--- config.mk ---
export PLATFORM = sky130hd
export DESIGN_NAME = memory_arbiter_flat
export DESIGN_NICKNAME = d
export VERILOG_FILES = /design/src/rtl/memory_arbiter_if.sv /design/src/rtl/memory_arbiter.sv /design/src/flat_wrapper.sv
export SDC_FILE = /design/constraint.sdc
export NUM_CORES = 1
export LEC_CHECK = 0
export CORE_AREA = 2 2 104 106
export CTS_BUF_LIST = sky130_fd_sc_hd__clkbuf_8
export CTS_CLUSTER_SIZE = 10
export DETAILED_ROUTE_END_ITERATION = 10
export DIE_AREA = 0 0 106 108
export PLACE_DENSITY_LB_ADDON = 0.05
export SLEW_MARGIN = 20
export SYNTH_ARGS = -nofsm -noshare
export SYNTH_HDL_FRONTEND = slang
export SYNTH_SLANG_ARGS = --single-unit
--- constraint.sdc ---
create_clock -name CLK -period 2.95 [get_ports CLK]
set_clock_uncertainty 0.2 [all_clocks]
set_input_delay 0.295 -clock CLK [delete_from_list [all_inputs] [get_ports CLK]]
set_output_delay 0.295 -clock CLK [all_outputs]
set_load 0.01 [all_outputs]
--- src/rtl/memory_arbiter_if.sv ---
// Cache-side request/response and RAM-side handshake bundle for memory_arbiter.
// The slave modport is the arbiter's view; master is the surrounding cache/RAM environment.
interface memory_arbiter_if #(
  parameter int unsigned ADDR_W = 32
);
  logic              iREN;
  logic [ADDR_W-1:0] iaddr;
  logic              dREN;
  logic              dWEN;
  logic [ADDR_W-1:0] daddr;
  logic [ADDR_W-1:0] dstore;
  logic              iwait;
  logic              dwait;
  logic [ADDR_W-1:0] iload;
  logic [ADDR_W-1:0] dload;
  logic              ramREN;
  logic              ramWEN;
  logic [ADDR_W-1:0] ramaddr;
  logic [ADDR_W-1:0] ramstore;
  logic [ADDR_W-1:0] ramload;
  logic [1:0]        ramstate;

  modport slave (
    input  iREN, iaddr, dREN, dWEN, daddr, dstore, ramload, ramstate,
    output iwait, dwait, iload, dload, ramREN, ramWEN, ramaddr, ramstore
  );

  modport master (
    output iREN, iaddr, dREN, dWEN, daddr, dstore, ramload, ramstate,
    input  iwait, dwait, iload, dload, ramREN, ramWEN, ramaddr, ramstore
  );
endinterface

--- src/rtl/memory_arbiter.sv ---
// Arbitrates instruction and data requests onto one RAM port: data wins by default,
// but after STARVE_LIMIT data grants with an instruction fetch waiting, the fetch is forced through.
module memory_arbiter #(
  parameter int unsigned STARVE_LIMIT = 4,
  parameter int unsigned ADDR_W       = 32
) (
  input  logic             CLK,
  input  logic             nRST,
  memory_arbiter_if.slave  bus
);

  localparam int unsigned      CNT_W      = $clog2(STARVE_LIMIT + 1);
  localparam logic [CNT_W-1:0] STREAK_MAX = CNT_W'(STARVE_LIMIT);
  localparam logic [1:0]       RAM_ACCESS = 2'd2;
  localparam logic [1:0]       RAM_ERROR  = 2'd3;

  typedef enum logic [1:0] {
    IDLE    = 2'd0,
    GRANT_I = 2'd1,
    GRANT_D = 2'd2
  } state_t;

  state_t            state_r, state_s;
  logic [ADDR_W-1:0] addr_r, addr_s;
  logic [ADDR_W-1:0] store_r, store_s;
  logic              write_r, write_s;
  logic [CNT_W-1:0]  streak_r, streak_s;

  logic              d_req_s;
  logic              ram_ren_s, ram_wen_s;
  logic [ADDR_W-1:0] ram_addr_s, ram_store_s;
  logic              iwait_s, dwait_s;

  assign d_req_s = bus.dREN | bus.dWEN;

  // State, latched request and starvation streak registers.
  always_ff @(posedge CLK or negedge nRST) begin
    if (!nRST) begin
      state_r  <= IDLE;
      addr_r   <= '0;
      store_r  <= '0;
      write_r  <= 1'b0;
      streak_r <= '0;
    end else begin
      state_r  <= state_s;
      addr_r   <= addr_s;
      store_r  <= store_s;
      write_r  <= write_s;
      streak_r <= streak_s;
    end
  end

  // Arbitration, RAM handshake sequencing and cache-side wait generation.
  always_comb begin
    state_s     = state_r;
    addr_s      = addr_r;
    store_s     = store_r;
    write_s     = write_r;
    streak_s    = streak_r;
    ram_ren_s   = 1'b0;
    ram_wen_s   = 1'b0;
    ram_addr_s  = '0;
    ram_store_s = '0;
    iwait_s     = 1'b1;
    dwait_s     = 1'b1;

    case (state_r)
      IDLE: begin
        if (bus.iREN && (!d_req_s || (streak_r == STREAK_MAX))) begin
          state_s  = GRANT_I;
          addr_s   = bus.iaddr;
          streak_s = '0;
        end else if (d_req_s) begin
          state_s = GRANT_D;
          addr_s  = bus.daddr;
          store_s = bus.dstore;
          write_s = bus.dWEN;
          // Only data grants that pass over a waiting fetch count toward starvation.
          if (!bus.iREN) begin
            streak_s = '0;
          end else if (streak_r == STREAK_MAX) begin
            streak_s = streak_r;
          end else begin
            streak_s = streak_r + CNT_W'(1);
          end
        end else begin
          state_s = IDLE;
        end
      end

      GRANT_I: begin
        if (!bus.iREN) begin
          state_s = IDLE;
        end else begin
          ram_ren_s  = 1'b1;
          ram_addr_s = addr_r;
          if (bus.ramstate == RAM_ACCESS) begin
            iwait_s = 1'b0;
            state_s = IDLE;
          end else if (bus.ramstate == RAM_ERROR) begin
            state_s = IDLE;
          end else begin
            state_s = GRANT_I;
          end
        end
      end

      GRANT_D: begin
        if (!d_req_s) begin
          state_s = IDLE;
        end else begin
          ram_ren_s   = ~write_r;
          ram_wen_s   = write_r;
          ram_addr_s  = addr_r;
          ram_store_s = store_r;
          if (bus.ramstate == RAM_ACCESS) begin
            dwait_s = 1'b0;
            state_s = IDLE;
          end else if (bus.ramstate == RAM_ERROR) begin
            state_s = IDLE;
          end else begin
            state_s = GRANT_D;
          end
        end
      end

      default: begin
        state_s = IDLE;
      end
    endcase
  end

  assign bus.ramREN   = ram_ren_s;
  assign bus.ramWEN   = ram_wen_s;
  assign bus.ramaddr  = ram_addr_s;
  assign bus.ramstore = ram_store_s;
  assign bus.iwait    = iwait_s;
  assign bus.dwait    = dwait_s;
  assign bus.iload    = bus.ramload;
  assign bus.dload    = bus.ramload;

endmodule

--- src/flat_wrapper.sv ---
// flat-port wrapper written by rule: the top's interface ports become plain ports
module memory_arbiter_flat 
#(
  parameter int unsigned STARVE_LIMIT = 4,
  parameter int unsigned ADDR_W       = 32
)
  (CLK, nRST, bus_iREN, bus_iaddr, bus_dREN, bus_dWEN, bus_daddr, bus_dstore, bus_ramload, bus_ramstate, bus_iwait, bus_dwait, bus_iload, bus_dload, bus_ramREN, bus_ramWEN, bus_ramaddr, bus_ramstore);
  memory_arbiter_if #(.ADDR_W(ADDR_W)) bus_i ();
  input  logic CLK;
  input  logic nRST;
  input wire logic [$bits(bus_i.iREN)-1:0] bus_iREN;
  input wire logic [$bits(bus_i.iaddr)-1:0] bus_iaddr;
  input wire logic [$bits(bus_i.dREN)-1:0] bus_dREN;
  input wire logic [$bits(bus_i.dWEN)-1:0] bus_dWEN;
  input wire logic [$bits(bus_i.daddr)-1:0] bus_daddr;
  input wire logic [$bits(bus_i.dstore)-1:0] bus_dstore;
  input wire logic [$bits(bus_i.ramload)-1:0] bus_ramload;
  input wire logic [$bits(bus_i.ramstate)-1:0] bus_ramstate;
  output wire logic [$bits(bus_i.iwait)-1:0] bus_iwait;
  output wire logic [$bits(bus_i.dwait)-1:0] bus_dwait;
  output wire logic [$bits(bus_i.iload)-1:0] bus_iload;
  output wire logic [$bits(bus_i.dload)-1:0] bus_dload;
  output wire logic [$bits(bus_i.ramREN)-1:0] bus_ramREN;
  output wire logic [$bits(bus_i.ramWEN)-1:0] bus_ramWEN;
  output wire logic [$bits(bus_i.ramaddr)-1:0] bus_ramaddr;
  output wire logic [$bits(bus_i.ramstore)-1:0] bus_ramstore;
  assign bus_i.iREN = bus_iREN;
  assign bus_i.iaddr = bus_iaddr;
  assign bus_i.dREN = bus_dREN;
  assign bus_i.dWEN = bus_dWEN;
  assign bus_i.daddr = bus_daddr;
  assign bus_i.dstore = bus_dstore;
  assign bus_i.ramload = bus_ramload;
  assign bus_i.ramstate = bus_ramstate;
  assign bus_iwait = bus_i.iwait;
  assign bus_dwait = bus_i.dwait;
  assign bus_iload = bus_i.iload;
  assign bus_dload = bus_i.dload;
  assign bus_ramREN = bus_i.ramREN;
  assign bus_ramWEN = bus_i.ramWEN;
  assign bus_ramaddr = bus_i.ramaddr;
  assign bus_ramstore = bus_i.ramstore;
  memory_arbiter #(.STARVE_LIMIT(STARVE_LIMIT), .ADDR_W(ADDR_W)) u_core (.CLK(CLK), .nRST(nRST), .bus(bus_i));
endmodule
# --- After elaboration in Yosys (flattened, before gate mapping) ---
# Cells that the tools add are included.
totals:
  regBits: 70
  latchBits: 0
  ram_bits: 0
  rom_bits: 0
  inputBits: 135
  out_inout_bits: 132
  word_cells: 53
  memories: 0
op_classes:
  addsub: 1
  mul: 0
  div_mod_pow: 0
  magnitude_cmp: 0
  eq_ne: 6
  n_shift: 0
  n_mux: 30
  bitwise_logic: 3
  n_reduce_logical: 8
ops:
  columns: ["operator", "count"]
  rows:
  - ["$mux W32", 6]
  - ["$pmux W32 S2", 1]
  - ["$mux W2", 7]
  - ["$mux W3", 4]
  - ["$mux W1", 10]
  - ["$eq A2 B2 Y1 const B", 3]
  - ["$pmux W2 S3", 1]
  - ["$reduce_and A3 Y1", 2]
  - ["$add A3 B1 Y3 const B", 1]
  - ["$eq A3 B3 Y1 const B", 1]
  - ["$ne A3 B2 Y1 const B", 1]
  - ["$eq A2 B1 Y1 const B", 1]
  - ["$logic_not A2 Y1", 1]
  - ["$not A1 Y1", 2]
  - ["$pmux W1 S2", 1]
  - ["$reduce_and A2 Y1", 1]
  - ["$reduce_bool A2 Y1", 1]
  - ["$logic_and A1 B1 Y1", 1]
  - ["$logic_not A1 Y1", 1]
  - ["$logic_or A1 B1 Y1", 1]
  - ["$or A1 B1 Y1", 1]

# --- Longest topological paths before layout ---
logic_depth:
  depth_word: 6
  ltp_mapped: 6
  mapped_depth_nobuf: 5

# --- Worst setup path before layout ---
# Ideal clock, no wire load.
synth_path:
  kind: "flip-flop to flip-flop"
  from: "register u_core.state_r[0]"
  to: "register u_core.store_r[10]"
  setup_time_ps: 125
  t_arrival_ps: 1594
  required_ps: 2625
  slack_ps: 1031
  stages_incl_launch_ff: 7
  n_path_buf: 1
  synth_period_minus_slack_ps: 1919
  cell_sequence: "dfrtp_1 -> inv_1 -> ha_1 -> o21ai_2 -> a31oi_4 -> buf_6 -> mux2_2"
synth_via:
  elab_chain_cells: 2
synth_lines:
  columns: ["item", "line", "source"]
  rows:
  - ["start: declaration", "memory_arbiter.sv:23", "state_t state_r, state_s;"]
  - ["start signal: assignment", "memory_arbiter.sv:45", "state_r <= state_s;"]
  - ["$logic_not A2 Y1", "memory_arbiter.sv:67", "case (state_r)"]
  - ["$reduce_and A3 Y1 (no line)", null, null]
  - ["end signal: assignment", "memory_arbiter.sv:47", "store_r <= store_s;"]
  - ["end: declaration", "memory_arbiter.sv:25", "logic [ADDR_W-1:0] store_r, store_s;"]
# Every way passes these cells.
# A chain may end at the register's enable or synchronous reset.

# --- Worst setup path in the final report ---
layout_path:
  from: "register u_core.state_r[0]"
  to: "output bus_ramREN"
layout_via:
  elab_chain_cells: 2
  elab_cells_between_ends: 3
  classes_between: "2 x eq/ne; 1 x mux"
layout_lines:
  columns: ["item", "line", "source"]
  rows:
  - ["$eq A2 B2 Y1 or $eq A2 B1 Y1 (tied branches)", "memory_arbiter.sv:67", null]
  - ["$pmux W1 S2 *", "memory_arbiter.sv:67", null]
  - ["end: declaration", "flat_wrapper.sv:23", "output wire logic [$bits(bus_i.ramREN)-1:0] bus_ramREN;"]
# Every way passes the cells marked *; elsewhere a longest branch is shown, timed or not.

==> impl_metrics.prom <==
# TYPE chip_impl_metric gauge
chip_impl_info{name="status",value="completed"} 1
chip_impl_info{name="synth.top_cells.by_area",value="dfrtp_1 42%, buf_4 12%, and2_1 9.8%"} 1
chip_impl_metric{name="detailedRoute.firstPassIterationCount",unit=""} 4
chip_impl_metric{name="start_util",unit=""} 0.404
chip_impl_metric{name="grt_pass1_vias",unit=""} 3371
chip_impl_metric{name="number_of_buffers_created_by_cts",unit=""} 9
chip_impl_metric{name="synth_fp_nets",unit=""} 571
chip_impl_metric{name="finalSetupViolCount",unit=""} 0
chip_impl_metric{name="synth.cell_area",unit="sq um"} 4140
chip_impl_metric{name="clock_insertion_delay_worst_skew",unit="ps"} 330
chip_impl_metric{name="worst_setup_hold_path_clk_slew",unit="ps"} 70
chip_impl_metric{name="arrival",unit="ps"} 2250
chip_impl_metric{name="cts.path.max_buffers",unit=""} 2
chip_impl_metric{name="yosysUniqueCellTypes",unit=""} 35
chip_impl_info{name="grt_setup_unrepaired",value="no"} 1
chip_impl_info{name="startpoint_kind_of_the_worst_setup_timing_path",value="flip-flop"} 1
chip_impl_metric{name="grt.overflow.total",unit=""} 0
chip_impl_info{name="criticalPathCategory",value="flip-flop to primary output"} 1
chip_impl_metric{name="post_detailed_route_wirelength_per_cell",unit="um"} 15.7
chip_impl_metric{name="timing.max_slew.rel_slack",unit=""} 0.401
chip_impl_metric{name="cts_sinks",unit=""} 70
chip_impl_metric{name="synth_seq_cells",unit=""} 70
chip_impl_metric{name="die_w",unit="um"} 106
chip_impl_metric{name="grt_pass1_wl",unit="mm"} 16.7
chip_impl_info{name="min_path_type",value="flip-flop to flip-flop"} 1
chip_impl_metric{name="finalWirelength",unit="mm"} 10.5
chip_impl_info{name="mostFrequentLayoutCells",value="169 x clkdlybuf4s50_1, 70 x dfrtp_1, 65 x and2_1"} 1
chip_impl_metric{name="fin_setup_tns",unit="ps"} 0
chip_impl_metric{name="timing_max_transition_violations_final",unit=""} 0
chip_impl_metric{name="total_via_count_after_detailed_routing",unit=""} 3381
chip_impl_metric{name="fp.dieArea",unit="sq um"} 11400
chip_impl_metric{name="detail_route.vias_per_cell",unit=""} 5.06
chip_impl_metric{name="track_usage",unit=""} 0.185
chip_impl_metric{name="cts_resized",unit=""} 0
chip_impl_metric{name="antenna_violations_before_repair",unit=""} 0
chip_impl_info{name="setup.worst_path.end_class",value="primary output"} 1
chip_impl_metric{name="synth.yosys.warnings",unit=""} 0
chip_impl_metric{name="pin_count_of_the_biggest_net_entering_global_routing",unit=""} 71
chip_impl_metric{name="preCtsSetupSlack",unit="ps"} 396
chip_impl_metric{name="worst_ep_required_time",unit="ps"} 2460
chip_impl_metric{name="final_layout_size_suffix_gt1_frac",unit=""} 0.122
chip_impl_metric{name="critical_path_peak_fanout",unit=""} 33
chip_impl_metric{name="layout.area.seq",unit="sq um"} 1750
chip_impl_metric{name="post_synth.cell_area_avg",unit="sq um"} 9.62
chip_impl_metric{name="min_period",unit="ps"} 2740
chip_impl_metric{name="post-route-drc-count",unit=""} 0
chip_impl_metric{name="fin_crit_sh",unit=""} 0.930
chip_impl_metric{name="worst_pin_slew",unit="ps"} 898
chip_impl_metric{name="route.antenna.remaining_nets",unit=""} 0
chip_impl_metric{name="minimum_setup_slack_in_the_final_design",unit="ps"} 207
chip_impl_metric{name="leakagePower",unit="nW"} 2.24
chip_impl_metric{name="final_hpwl_from_detailed_placement",unit="mm"} 7.26
chip_impl_info{name="most_common_cell_after_layout_fill_and_taps_aside",value="clkdlybuf4s50_1"} 1
chip_impl_metric{name="num_io_pins",unit=""} 267
chip_impl_metric{name="pwr_density_cell",unit="nW/um^2"} 870
chip_impl_metric{name="peakVddDrop",unit="uV"} 337
chip_impl_metric{name="floorplan_core_area",unit="sq um"} 10200
chip_impl_metric{name="fp.dieH",unit="um"} 108
chip_impl_metric{name="synthCells",unit=""} 430
chip_impl_metric{name="timing.final.hold_violations",unit=""} 0
chip_impl_metric{name="layout.filler_cells",unit=""} 949
chip_impl_metric{name="portBuffers",unit=""} 170
chip_impl_metric{name="final_nets",unit=""} 670
chip_impl_metric{name="detail_route.iter0.violations",unit=""} 166
chip_impl_metric{name="rows",unit=""} 37
chip_impl_metric{name="synth_top_area_share",unit=""} 0.423
chip_impl_metric{name="final_core_utilization",unit=""} 0.557
chip_impl_metric{name="h-tree-depth",unit=""} 3
chip_impl_info{name="cts.root.buffer_cell",value="clkbuf_8"} 1
chip_impl_metric{name="timing.fmax",unit="MHz"} 365
chip_impl_metric{name="timing.max_cap.violations",unit=""} 0
chip_impl_metric{name="antenna_cells",unit=""} 0
chip_impl_metric{name="ys_seq_area_frac",unit=""} 0.423
chip_impl_metric{name="area_growth",unit="%"} 37.6
chip_impl_metric{name="gp_routability_congestion",unit=""} 0.786
chip_impl_info{name="synth_top_area_cell",value="dfrtp_1"} 1
chip_impl_metric{name="multi_input_gate_area",unit="sq um"} 1720
chip_impl_info{name="cts_tree",value="yes"} 1
critical path, stage by stage, from the launching register on:
cell             delay (ps)
dfrtp_1                 400
inv_1                    90
ha_1                    170
o21ai_0                 130
a21boi_2                200
buf_12                  180
a21boi_0                190
clkdlybuf4s50_1         560
kinds of logic after synthesis:
group           Yosys count  synth area share
buf+inv                 101             0.161
compound gates          113             0.168
simple gates            107             0.139
flops                    70             0.423
fa+ha+maj                 6            0.0181
mux                      33            0.0898
worst paths after layout:
path	startpoint	to	slack, ps	cells after the start
min in group asynchronous	nRST	u_core.store_r[30]	430	2
min reg2reg	u_core.store_r[22]	u_core.store_r[22]	280	1
min	u_core.store_r[22]	u_core.store_r[22]	280	1
max	u_core.state_r[0]	bus_ramREN	210	7
max in group asynchronous	nRST	u_core.addr_r[29]	1530	2
max reg2reg	u_core.state_r[0]	u_core.store_r[20]	620	6
synth_stat cells:
master     count
nand2_1        3
a32o_1         1
nor2_1        33
mux2_1         3
o31ai_4        1
a31oi_1       32
buf_6          3
o211ai_1       1
nor4_1         1
a21boi_0       1
o2bb2ai_2      1
buf_4         67
o21ai_0       28
clkbuf_1      15
o21ai_1        5
a21boi_1       1
o21ai_2        1
dfrtp_1       70
a22o_1         1
a31oi_4        1
or2_2          1
a21oi_1       33
o21ba_2        1
mux2_2        30
ha_1           6
nand3_1        2
nor2b_1        2
and2_1        65
a221o_1        1
o31a_1         1
a2bb2oi_2      1
inv_1          6
a211oi_1       1
buf_2         10
o21a_1         1
layout make-up:
| class | instances | area share |
|---|---|---|
| inverters | 6 | 0.00396 |
| well taps | 136 | 0.0299 |
| clock buffers | 9 | 0.0218 |
| flip-flops and latches | 70 | 0.308 |
| multi-input cells | 259 | 0.303 |
| clock inverters | 5 | 0.00923 |
| repair buffers | 183 | 0.325 |
timing repair:
action,CTS,global route
endpoints found under the hold margin,70,0
hold buffers,1,0
setup buffers,0,0
layer usage:
metal / global-route usage / routed length [um] / vias up
li1: - / - / 1595
met1: 0.239 / 4610 / 1604
met2: 0.289 / 4740 / 160
met3: 0.0542 / 949 / 22
met4: 0.0818 / 169 / 0
met5: 0 / 0 / -
flip-flops by register name (all words and copies together) (netlist names):
name,flops
u_core.streak_r,3
u_core.write_r,1
u_core.state_r,2
u_core.addr_r,32
u_core.store_r,32
metrics by stage:
step | area [sq um] | instances | power (mW) | hold WS, ps
after floorplan | 4140 | 430 | 3.21 | -201
after global placement | 5510 | 653 | 4.25 | 259
after detailed placement | 5510 | 653 | 4.28 | 269
after CTS | 5690 | 668 | 5.03 | 287
after global routing | 5690 | 668 | 5.33 | 311
final | 5690 | 668 | 4.95 | 282
report_power, final:
| group | leakage (nW) | internal (mW) | switching, mW |
|---|---|---|---|
| Clock | 0.0907 | 0.377 | 0.348 |
| Combinational | 1.34 | 1.43 | 1.14 |
| Sequential | 0.807 | 1.44 | 0.219 |
| Total | 2.24 | 3.25 | 1.70 |
No activity file was read; power rests on OpenSTA's default activity.
